[src/rtl/chunked_serial_adder_pkg.sv]
// Shared FSM encodings and sizing helpers for the chunked serial adder.
package chunked_serial_adder_pkg;

    localparam logic [1:0] ST_IDLE = 2'd0;
    localparam logic [1:0] ST_RUN  = 2'd1;
    localparam logic [1:0] ST_DONE = 2'd2;

    function automatic int unsigned clog2(input int unsigned n);
        int unsigned r;
        int unsigned v;
        r = 0;
        v = 1;
        while (v < n) begin
            v = v << 1;
            r = r + 1;
        end
        return r;
    endfunction

    // A single-chunk configuration still needs a one-bit counter.
    function automatic int unsigned cnt_width(input int unsigned ncyc);
        return (clog2(ncyc) < 1) ? 1 : clog2(ncyc);
    endfunction

endpackage

[src/rtl/chunk_ripple_adder.sv]
// Combinational CHUNK-bit ripple-carry adder built from full-adder cells.
module chunk_ripple_adder #(
    parameter int unsigned CHUNK = 4
) (
    input  logic [CHUNK-1:0] a,
    input  logic [CHUNK-1:0] b,
    input  logic             ci,
    output logic [CHUNK-1:0] sum,
    output logic             co,
    output logic             c_top
);

    logic [CHUNK:0] c;

    always_comb begin
        c    = '0;
        sum  = '0;
        c[0] = ci;
        for (int i = 0; i < CHUNK; i++) begin
            sum[i]   = a[i] ^ b[i] ^ c[i];
            c[i+1]   = (a[i] & b[i]) | (c[i] & (a[i] ^ b[i]));
        end
    end

    assign co    = c[CHUNK];
    assign c_top = c[CHUNK-1];

endmodule

[src/rtl/chunked_serial_adder.sv]
// Multi-cycle adder/subtractor: CHUNK bits per clock with a registered carry between chunks.
module chunked_serial_adder
    import chunked_serial_adder_pkg::*;
#(
    parameter int unsigned WIDTH = 16,
    parameter int unsigned CHUNK = 4
) (
    input  logic             clk,
    input  logic             reset,
    input  logic             in_valid,
    output logic             in_ready,
    input  logic [WIDTH-1:0] A,
    input  logic [WIDTH-1:0] B,
    input  logic             Ci,
    input  logic             SUB,
    output logic             out_valid,
    input  logic             out_ready,
    output logic [WIDTH-1:0] S,
    output logic             Co,
    output logic             V
);

    localparam int unsigned NCYC = WIDTH / CHUNK;
    localparam int unsigned CW   = cnt_width(NCYC);
    localparam logic [WIDTH-1:0] CHUNK_MASK = WIDTH'({CHUNK{1'b1}});

    if (CHUNK == 0 || CHUNK > WIDTH || (WIDTH % CHUNK) != 0) begin : g_bad_chunk
        $error("chunked_serial_adder: WIDTH must be a non-zero multiple of CHUNK");
    end

    logic [1:0]       state_q;
    logic [CW-1:0]    cnt_q;
    logic [WIDTH-1:0] a_q, b_q, s_q;
    logic             carry_q, co_q, v_q;

    int unsigned      offset;
    logic [CHUNK-1:0] a_chunk, b_chunk, sum_chunk;
    logic             chunk_co, chunk_c_top;
    logic             last;
    logic [WIDTH-1:0] s_merged;

    always_comb begin
        offset   = 32'(cnt_q) * CHUNK;
        a_chunk  = CHUNK'(a_q >> offset);
        b_chunk  = CHUNK'(b_q >> offset);
        last     = (cnt_q == CW'(NCYC - 1));
        s_merged = (s_q & ~(CHUNK_MASK << offset)) | (WIDTH'(sum_chunk) << offset);
    end

    chunk_ripple_adder #(
        .CHUNK (CHUNK)
    ) u_chunk (
        .a     (a_chunk),
        .b     (b_chunk),
        .ci    (carry_q),
        .sum   (sum_chunk),
        .co    (chunk_co),
        .c_top (chunk_c_top)
    );

    always_ff @(posedge clk) begin
        if (reset) begin
            state_q <= ST_IDLE;
            cnt_q   <= '0;
            a_q     <= '0;
            b_q     <= '0;
            s_q     <= '0;
            carry_q <= 1'b0;
            co_q    <= 1'b0;
            v_q     <= 1'b0;
        end else begin
            case (state_q)
                ST_IDLE: begin
                    if (in_valid) begin
                        a_q     <= A;
                        // Subtraction folds into addition of the inverted operand.
                        b_q     <= B ^ {WIDTH{SUB}};
                        carry_q <= Ci;
                        cnt_q   <= '0;
                        state_q <= ST_RUN;
                    end
                end
                ST_RUN: begin
                    s_q     <= s_merged;
                    carry_q <= chunk_co;
                    if (last) begin
                        co_q    <= chunk_co;
                        v_q     <= chunk_co ^ chunk_c_top;
                        state_q <= ST_DONE;
                    end else begin
                        cnt_q <= cnt_q + CW'(1);
                    end
                end
                ST_DONE: begin
                    if (out_ready) state_q <= ST_IDLE;
                end
                default: state_q <= ST_IDLE;
            endcase
        end
    end

    assign in_ready  = (state_q == ST_IDLE);
    assign out_valid = (state_q == ST_DONE);
    assign S         = s_q;
    assign Co        = co_q;
    assign V         = v_q;

endmodule

[config.mk]
export PLATFORM = sky130hd
export DESIGN_NAME = chunked_serial_adder
export DESIGN_NICKNAME = d
export VERILOG_FILES = /design/src/rtl/chunked_serial_adder_pkg.sv /design/src/rtl/chunk_ripple_adder.sv /design/src/rtl/chunked_serial_adder.sv
export SDC_FILE = /design/constraint.sdc
export NUM_CORES = 1
export LEC_CHECK = 0
export ABC_CLOCK_PERIOD_IN_PS = 3680
export BUFFER_PORTS_ARGS = -buffer_cell sky130_fd_sc_hd__buf_2
export CORE_MARGIN = 1
export CORE_UTILIZATION = 30
export CTS_BUF_LIST = sky130_fd_sc_hd__clkbuf_8
export DETAILED_ROUTE_END_ITERATION = 16
export GPL_ROUTABILITY_DRIVEN = 0
export PLACE_DENSITY_LB_ADDON = 0.25
export SETUP_SLACK_MARGIN = 0.3
export SYNTH_ARGS = -nofsm -noshare
export SYNTH_HDL_FRONTEND = slang
export SYNTH_SLANG_ARGS = --single-unit
[constraint.sdc]
create_clock -name clk -period 3.68 [get_ports clk]
set_input_delay 0.736 -clock clk [delete_from_list [all_inputs] [get_ports clk]]
set_output_delay 0.736 -clock clk [all_outputs]
set_load 0.01 [all_outputs]
======== Word level (Yosys, flattened, before mapping) ========
Cells that the tools add are included.
word-level totals
  bits of input ports ..................... 38
  bits in registers ....................... 55
  word-level logic and storage cells ...... 61
cells by class
  reduce and logical (&&, ||, !) cells .... 7
  add/sub/neg operators ................... 1
  multiplexer cells ....................... 9
  bitwise operators ....................... 25
  eq/ne operators ......................... 7
  shift-type cells ........................ 4
operators by type and width
  operator              number
  $shr 16x4->4          2
  $and 16x16->16        1
  $not 16->16           1
  $or 16x16->16         1
  $shl 4x4->16          1
  $shl 4x4->16 const A  1
  $xor 16x16->16        1
  $mux 2                5
  $xor 1x1->1           9
  $and 1x1->1           8
  $ne 2x2->1 const B    3
  $pmux 2 s3            1
  $reduce_and 2->1      3
  $reduce_and 3->1      2
  $eq 2x2->1 const B    2
  $or 1x1->1            4
  $pmux 2 s2            1
  $add 2x1->2 const B   1
  $eq 2x1->1 const B    1
  $logic_not 2->1       1
  $ne 2x1->1 const B    1
  $pmux 1 s2            1
  $reduce_bool 2->1     1
  $mux 1                1

======== Depth between registers and ports, before layout ========
Gate-level depths: netlist of run 1.
  word-level depth ........................ 11
  mapped depth ............................ 9

======== Hierarchy ========
From an unflattened synthesis of run 1, not the netlist that was laid out.
unflattened totals
  cells, all modules ...................... 262
  area, all modules ....................... 2502.4 µm²
modules (own cells, without submodules)
  module                instances  area an instance (µm²)  sequential area each (µm²)  cells an instance
  chunked_serial_adder  1          2392.3                  1101.1                      250
  chunk_ripple_adder    1          110.1                   0.0                         12

======== Worst setup path before layout of run 1 ========
OpenSTA, ideal clock, no wires.
  path kind ............................... register to register
  start point ............................. register cnt_q[0]
  end point ............................... register v_q (netlist: V)
  setup slack ............................. 0.444 ns
  data arrival time ....................... 3.105 ns
  clock period less this slack ............ 3.236 ns
  path buffers ............................ 1
  library setup time ...................... 0.132 ns
  stages on the path, launching flop included .. 10
  path through ............................ dfxtp_1 buf_4 mux4_2 fa_1 fa_1 fa_1 fa_1 xor2_1 nor2_1 nor3_1
between the ends
  cells in the longest elaborated chain, start to end .. 11
  elaborated cells on any way between the ends .. 21
  those cells by class .................... eq/ne: 1; shift: 2; bitwise: 17; reduce/logical: 1
ends and longest elaborated chain
  what                                    line                                                    text
  start: declaration                      chunked_serial_adder.sv:32                              logic [CW-1:0] cnt_q;
  start signal: assignment                chunked_serial_adder.sv:91                              cnt_q <= cnt_q + CW'(1);
  $shr 16x4->4, on equally long branches  chunked_serial_adder.sv:44, chunked_serial_adder.sv:45
  $xor 1x1->1                             chunk_ripple_adder.sv:21                                c[i+1] = (a[i] & b[i]) | (c[i] & (a[i] ^ b[i]));
  $and 1x1->1                             chunk_ripple_adder.sv:21
  $or 1x1->1                              chunk_ripple_adder.sv:21
  $and 1x1->1                             chunk_ripple_adder.sv:21
  $or 1x1->1                              chunk_ripple_adder.sv:21
  $and 1x1->1                             chunk_ripple_adder.sv:21
  $or 1x1->1                              chunk_ripple_adder.sv:21
  $and 1x1->1                             chunk_ripple_adder.sv:21
  $or 1x1->1 (*)                          chunk_ripple_adder.sv:21
  named net chunk_co                      chunked_serial_adder.sv:38                              logic chunk_co, chunk_c_top;
  $xor 1x1->1 (*)                         chunked_serial_adder.sv:88                              v_q <= chunk_co ^ chunk_c_top;
  end signal: assignment                  chunked_serial_adder.sv:88
  end: declaration                        chunked_serial_adder.sv:34                              logic carry_q, co_q, v_q;
Mark *: on every way through the listed nets, which the timed path passes. The rest lies on a longest branch.
A chain may end at the register's enable or synchronous reset.

======== Worst setup path after layout of run 1 ========
  start point ............................. register cnt_q[0]
  end point ............................... register s_q[3] (netlist: S[3])
between the ends
  cells in the longest elaborated chain, start to end .. 11
  elaborated cells on any way between the ends .. 21
  those cells by class .................... shift: 4; bitwise: 17
ends and longest elaborated chain
  what                                    line                                                    text
  $shr 16x4->4, on equally long branches  chunked_serial_adder.sv:44, chunked_serial_adder.sv:45
  $xor 1x1->1                             chunk_ripple_adder.sv:21
  $and 1x1->1                             chunk_ripple_adder.sv:21
  $or 1x1->1                              chunk_ripple_adder.sv:21
  $and 1x1->1                             chunk_ripple_adder.sv:21
  $or 1x1->1                              chunk_ripple_adder.sv:21
  $and 1x1->1                             chunk_ripple_adder.sv:21
  $or 1x1->1                              chunk_ripple_adder.sv:21
  $xor 1x1->1                             chunk_ripple_adder.sv:20                                sum[i] = a[i] ^ b[i] ^ c[i];
  $shl 4x4->16                            chunked_serial_adder.sv:47                              s_merged = (s_q & ~(CHUNK_MASK << offset)) | (WIDTH'(sum_chunk) << offset);
  $or 16x16->16 (*)                       chunked_serial_adder.sv:47
  end signal: assignment                  chunked_serial_adder.sv:84                              s_q <= s_merged;
  end: declaration                        chunked_serial_adder.sv:33                              logic [WIDTH-1:0] a_q, b_q, s_q;
Every way passes the cells marked *; elsewhere a longest branch is shown, timed or not.

==> results of run 1 <==
## worst max-delay path, delay by kind of cell (launching register included)
family                     cells  cell delay (ns)
and+or+nand+nor                1             0.05
AOI/OAI and AO/OA              1             0.20
adders and majority gates      4             1.78
muxes                          1             0.54
DFF                            1             0.42
## flip-flops by register name, summed over array words and instances (netlist names)
register,count
S,16
b_q,16
state_q,2
V,1
cnt_q,2
a_q,16
carry_q,1
Co,1
## path summary, 6_finish.rpt
kind | from | to | cells past startpoint | slack (ns)
hold reg to reg | a_q[10] | a_q[10] | 2 | 0.46
hold / removal | a_q[10] | a_q[10] | 2 | 0.46
setup reg to reg | cnt_q[0] | S[3] | 7 | 0.54
setup / recovery | cnt_q[0] | S[3] | 7 | 0.54
## cells by family after synthesis
kind of cell	Yosys count
flops	55
simple gates	87
xor+xnor	17
fa+ha+maj	8
mux	9
compound gates	54
buf+inv	22
## per-layer routing
layer | vias to the layer above | share of wire [%] | GRT usage [%]
li1 | 980 | - | -
met1 | 896 | 49 | 17.7
met2 | 43 | 46 | 21.3
met3 | 4 | 4.2 | 3.33
met4 | 0 | 0.67 | 3.08
met5 | - | 0 | 0
## power breakdown
part,internal (W),total [W],switching (W)
Clock,0.000154,0.000351,0.000197
Sequential,0.000631,0.000656,0.0000247
Combinational,0.0000977,0.000212,0.000114
Total,0.000883,0.00122,0.000336
## area by class of cell
| type | count | area (um2) |
|---|---|---|
| clock buffer | 6 | 82.6 |
| fill | 859 | 4920 |
| clock inverter | 2 | 16.3 |
| multi-input combinational | 175 | 1270 |
| inverter | 3 | 11.3 |
| sequential | 55 | 1100 |
| timing repair buffer | 61 | 315 |
| tap | 102 | 128 |
## cell usage in the layout (no fill, tap or decap), drive strengths merged, types with 5 or more instances in the layout
cell     n
a211oi  16
a21oi   19
a22oi   16
buf     61
clkbuf   6
dfxtp   55
mux4     8
nand2   32
nand3b   5
nor2    36
xnor2   16
## per-stage QoR
stage          instance area, um2  power [W]
4_1_cts                      2920    0.00124
6_report                     2920    0.00122
2_1_floorplan                2480   0.000817
5_1_grt                      2920    0.00129
3_3_place_gp                 2820   0.000883
3_5_place_dp                 2820   0.000886
## what timing repair did
action / CTS / global route
hold endpoints to repair: 0 / 0
resized for setup: 0 / 1
setup endpoints to repair: 0 / 4
==> summary.txt, run 1 <==
Floorplanning
  – Row count: 32
  – Die X: 93.0 um
  – Core area: 7850 um2
  – Initial core utilization: 31.6%
  – Die Ht: 93.0 um
  – # IOs: 58
  – DIE AREA: 8650 um2

Global routing
  – All-Layer GR Usage: 13.2%
  – Largest net degree at the start of global routing: 58
  – First-pass GRT wire length: 8870 um
  – Initial antenna violation count: 0
  – Overflow after GRT: 0
  – Vias in the first global route: ~1800

Layout
  – Fin cells: 404
  – Layout area overhead: 17.7%
  – Share of post-route cells with drive strength above 1: 27.8%
  – Diode count: 0
  – Fin util: 37.3%
  – Nets: 347

Timing
  – Final Slew Violations: 0
  – Slew @ Worst Pin: 1.10 ns
  – Fmax achieved: roughly 320 MHz
  – RSZ-0062 raised after global routing: no
  – Setup Viol. Count Final: 0
  – Period utilization: 85.2%
  – Hold slack final: 0.457 ns
  – Setup tns final: 0 ns
  – Final Hold Vio Count: 0
  – Slew HR: 27.0%
  – Clock skew: 0.00733 ns
  – Final WS setup: 0.543 ns
  – Minimum clock period: 3.14 ns

Power
  – Leakage: approximately 1.2 nW
  – PwrDens: 417 nW/um2
  – VDD IR max: between 0.15 and 0.2 mV

Clock network
  – Hold-fix buffers, CTS: 0
  – Clock Path Buffers: 2
  – Root Buffer: clkbuf_8
  – Clk pin slew, worst setup/hold paths: 0.10 ns
  – CTS Sinks: 55
  – CTS tree: done
  – Worst-Skew Late Latency: 0.31 ns
  – H-tree depth: 2
  – Postcts setup bufs: 0
  – Num CTS Buffers: 5

Synth
  – FFs w/ async S/R, synth: 0%
  – Post-synth top cells: dfxtp_1, nor2_1, nand2_1
  – Net Count, Synth: a little under 300
  – Mux contribution to synthesized area: 7.66%
  – Flops & latches, synth: 55
  – Mapped Area: between 2000 and 2500 um2
  – Synth area leaders: dfxtp_1, mux4_2, xnor2_1
  – Post-Synth XOR/XNOR Area: 5.99%
  – Synth warnings: 0
  – Cell taking the most area after synthesis: dfxtp_1
  – Largest family of logic cells by synthesized area: simple AND/OR/NAND/NOR gates
  – Yosys top cell area share: 44.3%
  – Ys flop type: dfxtp_1
  – Synthesized-area fraction occupied by ao, oa, aoi and oai cells: 14.8%
  – Simple-Gate Fraction of Synth Area: around 17%
  – EDFF count, synth: 0
  – Yosys cell types: 34
  – Cells after Synth: 252
  – Most frequent cell after synthesis: dfxtp_1
  – Sequential-to-total area share from yosys stat: 44.3%
  – Mean Syn Cell Area: approximately 9.9 um2
  – Synth Area in Adders: 5.24%

Critical path
  – Worst path cell trace: mux4_2 > fa_1 > fa_1 > fa_1 > fa_1 > a22oi_1 > nor2_1
  – CP peak stage delay: 0.54 ns
  – Critical Path Fanout Max: 4
  – Worst EP required: 3.84 ns
  – Crit. End Element: register
  – Slowest stage cell, crit path: mux4_2
  – Crit start category: register
  – Critical path arrival: 3.30 ns
  – Most Frequent Cell on Critical Path: fa_1
  – Setup Crit Path Kind: reg -> reg

Job
  – Max-cap viol count: 0

Detailed routing
  – Post-route ant nets: 0
  – Via Count: ~1900
  – Final WL: 5390 um
  – Router iterations before antenna repair: 4
  – Post-route DRC: 0
  – Iteration-0 DRC Markers: 76
  – Wire per inst: approximately 13 um
  – Vias per inst: about 4.8

Placement
  – Port Buffers: between 50 and 60
  – Number of instances in the placed design: 396
  – Hpwl dp: slightly below 4000 um
  – DP Worst Slack: 0.460 ns

Outcome
  – Status: completed

Hold path
  – Worst Hold Class: reg -> reg
Power figures use the tool's default switching activity.
==> inputs of run 2 (changes only) <==
- CORE_UTILIZATION: 30 -> 48
==> run 2 against run 1 <==
Effect of this change:
- highest routed layer unchanged
- combinational power fell by 3%
- fmax fell by 2.1%
- sequential cell count did not move
==> summary.txt, run 2 (synthesis results as in run 1) <==
Layout
  – Nets: 346
  – Finished Cell Area: 2870 um2
  – Diode count: 0
  – Most frequent cells in the layout: buf_2, dfxtp_1, nor2_1
  – Commonest non-fill, non-tap cell in the layout: buf_2
  – Share of post-route cells with drive strength above 1: between 20 and 30%
  – Layout area overhead: 15.7%

Global routing
  – First-pass GRT wire length: slightly above 8000 um
  – Initial antenna violation count: 0
  – Vias in the first global route: 1719
  – Largest net degree at the start of global routing: 58
  – Overflow after GRT: 0
  – All-Layer GR Usage: 19.4%

Critical path
  – Critical path arrival: 3.36 ns
  – Most Frequent Cell on Critical Path: fa_1
  – FF-to-FF path depth: 7
  – Reg2reg start: cnt_q[0]
  – Worst path cell trace: mux4_2 > fa_1 > fa_1 > fa_1 > fa_1 > a22oi_1 > nor2_1
  – Reg-to-reg slack, setup: 0.47 ns
  – Crit start category: register
  – Worst EP required: 3.84 ns
  – Crit. End Element: register
  – Setup Crit Path Kind: reg -> reg
  – Crit Reg-Reg Endpoint: S[3]
  – CP peak stage delay: 0.54 ns
  – Slowest stage cell, crit path: mux4_2
  – Critical Path Fanout Max: 8

Floorplanning
  – Die Ht: 73.9 um
  – DIE AREA: 5470 um2
  – # IOs: 58
  – Die X: 73.9 um
  – Initial core utilization: approximately half
  – Row count: 25
  – Core area: 4850 um2

Clock network
  – Postcts setup bufs: 0
  – Root Buffer: clkbuf_8
  – Worst-Skew Late Latency: 0.30 ns
  – CTS tree: done
  – H-tree depth: 2
  – CTS Sinks: 55
  – Clk pin slew, worst setup/hold paths: 0.09 ns
  – Num CTS Buffers: 5
  – Hold-fix buffers, CTS: 0
  – Clock Path Buffers: 2

Placement
  – Placed Area: 2770 um2
  – Hpwl dp: 3530 um
  – Port Buffers: 57

Detailed routing
  – Final WL: 4920 um
  – Top routing layer used: met4
  – Iteration-0 DRC Markers: 122
  – Post-route DRC: 0
  – Via Count: 1916
  – Wire per inst: 13.4 um
  – Wire length on met3: about 170 um
  – Router iterations before antenna repair: 4
  – Met2 routed WL: 2390 um
  – Vias per inst: 5.21
  – Routed metal-1 wire length: around 2300 um
  – Post-route ant nets: 0

Power
  – Combinational fraction of design power: 16.9%
  – PwrDens: 422 nW/um2
  – Register share of total power: 54.3%
  – Sw Ratio: 26.0%
  – VDD IR max: 0.169 mV
  – Clk pwr share: 28.8%
  – Sw Pwr: 0.000315 W
  – Internal: 0.000897 W
  – Leakage: 1.17 nW

Timing
  – Period utilization: roughly 87%
  – Minimum clock period: 3.21 ns
  – Slew HR: about a third
  – Fmax achieved: 312 MHz
  – RSZ-0062 raised after global routing: no
  – Slew @ Worst Pin: 1.01 ns
  – Final Slew Violations: 0
  – Setup Viol. Count Final: 0
  – Setup tns final: 0 ns
  – Clock skew: 0.00694 ns
  – Final Hold Vio Count: 0

Hold path
  – Worst Hold Class: reg -> reg
  – Start point of the worst hold path: a_q[6]
  – Worst hold stages: 2
  – Worst Hold Path EP: a_q[6]

Outcome
  – Status: completed

Job
  – Max-cap viol count: 0
## run 2: worst max-delay path by stage
stage,from,slack [ns],depth (start not counted),endpoint
5_1_grt,cnt_q[1],0.31,7,S[3]
4_1_cts,cnt_q[0],0.31,7,S[3]
2_1_floorplan,cnt_q[0],0.44,9,V
3_3_place_gp,cnt_q[0],0.44,7,S[3]
3_5_place_dp,cnt_q[0],0.34,7,S[3]
6_report,cnt_q[0],0.47,7,S[3]
## run 2: area by class of cell
| cell class | instances | area [um2] |
|---|---|---|
| fillers | 435 | 1970 |
| well taps | 67 | 83.8 |
| repair buffers | 60 | 308 |
| clock buffers | 7 | 96.3 |
| multi-input cells | 175 | 1270 |
| clock inverters | 1 | 3.75 |
| inverters | 3 | 11.3 |
| flip-flops and latches | 55 | 1100 |
## run 2: per-stage QoR
step | util, % | worst slack (ns) | hold WS [ns] | power (W) | cells
4_1_cts | 59.3 | 0.309 | 0.463 | 0.00123 | 368
6_report | 59.3 | 0.474 | 0.458 | 0.00121 | 368
3_3_place_gp | 57.2 | 0.441 | 0.444 | 0.000875 | 360
3_5_place_dp | 57.2 | 0.343 | 0.451 | 0.000880 | 360
2_1_floorplan | - | 0.444 | 0.433 | 0.000817 | 252
5_1_grt | 59.3 | 0.310 | 0.483 | 0.00127 | 368
## run 2: critical path, delay by kind of cell (launching register included)
kind	cells	cell delay [ns]
AO/OA/AOI/OAI	1	0.21
AND/OR/NAND/NOR	1	0.06
flip-flops	1	0.46
multiplexers	1	0.54
adder cells (fa/ha/maj)	4	1.78
## run 2: per-layer routing
| layer | track usage [%] | vias up |
|---|---|---|
| li1 | - | 978 |
| met1 | 26.9 | 883 |
| met2 | 31.2 | 49 |
| met3 | 3.25 | 6 |
| met5 | 0 | - |
| met4 | 5.77 | 0 |
## run 2: what timing repair did
| item | CTS | global route |
|---|---|---|
| gates resized for setup | 0 | 1 |
| hold endpoints to repair | 0 | 0 |
| setup endpoints to repair | 0 | 5 |
## run 2: power groups by stage
stage               logic [W]  clock network (W)  registers (W)
floorplan            0.000155                  0       0.000663
global placement     0.000203                  0       0.000672
detailed placement   0.000208                  0       0.000672
CTS                  0.000209           0.000358       0.000658
global route         0.000228           0.000379       0.000664
finish               0.000205           0.000349       0.000658
==> inputs of run 3 (changes only) <==
- ABC_CLOCK_PERIOD_IN_PS: 3680 -> default
- CTS_CLUSTER_DIAMETER: default -> 100
- PLACE_DENSITY: default -> 0.71
- PLACE_DENSITY_LB_ADDON: 0.25 -> default
==> run 3 against run 2 <==
Effect of this change:
- largest power group unchanged
- design area barely moved
- total power decreased by 1.1%
- global-route usage increased by 0.44 points
- setup slack gained 0.041 ns
- sequential cell count unchanged
- first-iteration DRC count is 5.7% higher
- register-to-register slack improved by 0.04 ns
- highest routed layer unchanged
==> summary.txt, run 3 (synthesis results as in run 1) <==
Power
  – Clk pwr share: 27.7%
  – PwrDens: 417 nW/um2
  – Register share of total power: 54.6%
  – Sw Ratio: a little over a quarter
  – VDD IR max: ~0.25 mV
  – Combinational fraction of design power: 17.7%
  – Sw Pwr: 0.000322 W
  – Internal: just under 0.0009 W
  – Leakage: 1.17 nW
  – PnR Total Power: 0.00120 W

Critical path
  – Setup Crit Path Kind: reg -> reg
  – Worst EP required: roughly 3.8 ns
  – CP bufs+invs: 0
  – Worst path cell trace: mux4_2 > fa_1 > fa_1 > fa_1 > fa_1 > a22oi_1 > nor2_1
  – CP peak stage delay: approximately 0.55 ns
  – Cell family with most CP delay: adder cells
  – Critical path arrival: 3.32 ns
  – Slowest stage cell, crit path: mux4_2
  – Crit. End Element: register
  – Most Frequent Cell on Critical Path: fa_1
  – Critical Path Fanout Max: 4
  – Crit start category: register

Global routing
  – Overflow after GRT: 0
  – Largest net degree at the start of global routing: 58
  – Gr busiest metal: met2
  – All-Layer GR Usage: 19.8%
  – Met3 usage: 4.61%
  – Initial antenna violation count: 0
  – Vias in the first global route: 1738
  – M1 GR Usage: 26.9%
  – M2 GR Usage: 31.8%
  – First-pass GRT wire length: between 8000 and 9000 um

Clock network
  – Worst-Skew Late Latency: ~0.31 ns
  – Postcts setup bufs: 0
  – Num CTS Buffers: 5
  – Clock Path Buffers: 2
  – Clk pin slew, worst setup/hold paths: 0.09 ns
  – H-tree depth: 2
  – Hold-fix buffers, CTS: 0
  – Root Buffer: clkbuf_8
  – CTS Sinks: 55
  – CTS tree: done
  – Post-CTS Resized: 0

Placement
  – Hpwl dp: approximately 3600 um
  – Port Buffers: 57
  – Placed Area: 2790 um2
  – Number of instances in the placed design: 362

Hold path
  – Worst Hold Class: reg -> reg

Layout
  – Layout area overhead: 15.8%
  – Most frequent cells in the layout: buf_2, dfxtp_1, nor2_1
  – Commonest non-fill, non-tap cell in the layout: buf_2
  – Diode count: 0
  – Nets: 348
  – Finished Cell Area: 2880 um2
  – Fill count: approximately 450
  – Fin cells: roughly 370
  – Share of post-route cells with drive strength above 1: a little over a quarter

Timing
  – Period utilization: 86.0%
  – Slew HR: a little under a third
  – Final Hold Vio Count: 0
  – Slew @ Worst Pin: 1.03 ns
  – Clock skew: 0.00661 ns
  – Setup tns final: 0 ns
  – Final Slew Violations: 0
  – Fmax achieved: around 320 MHz
  – Setup Viol. Count Final: 0
  – Minimum clock period: 3.16 ns
  – Hold slack final: 0.455 ns
  – RSZ-0062 raised after global routing: no

Floorplanning
  – Row count: 25
  – Core area: 4850 um2
  – Initial core utilization: 51.2%
  – Die X: around 74 um
  – Die Ht: about 74 um
  – DIE AREA: 5470 um2
  – # IOs: 58

Job
  – Max-cap viol count: 0

Detailed routing
  – Post-route DRC: 0
  – Router iterations before antenna repair: 4
  – Wire per inst: between 10 and 15 um
  – Vias per inst: a little over 5
  – Iteration-0 DRC Markers: 129
  – Final WL: 5010 um
  – Via Count: 1902
  – Post-route ant nets: 0

Outcome
  – Status: completed
==> run 3: power groups by stage <==
stage / clock network [W] / logic, W / registers, W
final: 0.000333 / 0.000212 / 0.000655
after global routing: 0.000361 / 0.000236 / 0.000661
after CTS: 0.000339 / 0.000215 / 0.000655
after detailed placement: 0 / 0.000214 / 0.000669
after global placement: 0 / 0.000210 / 0.000668
after floorplan: 0 / 0.000155 / 0.000663
==> run 3: final cells by class <==
cell class	instances	area [um2]	share of cell area (%)
multi-input combinational	175	1270	44.1
sequential	55	1100	38.3
timing repair buffer	62	323	11.2
tap	67	83.8	2.92
clock buffer	6	82.6	2.87
inverter	3	11.3	0.392
clock inverter	1	5.00	0.174
==> run 3: worst reg2reg max path, stage by stage, from the launching register on <==
cell and delay [ns]:
dfxtp_1 0.42, mux4_2 0.55, fa_1 0.41, fa_1 0.39
fa_1 0.46, fa_1 0.53, a22oi_1 0.21, nor2_1 0.06
==> run 3: routing by layer <==
layer  wire [um]  share of wire (%)
met1        2390                 48
met2        2370                 47
met5           0                  0
met4          63                1.3
met3         185                3.7
==> run 3: through the flow <==
stage / worst slack (ns) / utilization, %
floorplan: 0.444 / -
global placement: 0.632 / 57.5
detailed placement: 0.538 / 57.5
CTS: 0.506 / 59.3
global route: 0.396 / 59.3
finish: 0.515 / 59.3
==> run 3: path summary, 6_finish.rpt <==
path | startpoint | endpoint | slack, ns | cells after the start
setup / recovery | cnt_q[0] | S[11] | 0.52 | 7
hold / removal | a_q[10] | a_q[10] | 0.46 | 2
setup reg to reg | cnt_q[0] | S[11] | 0.52 | 7
hold reg to reg | a_q[10] | a_q[10] | 0.46 | 2
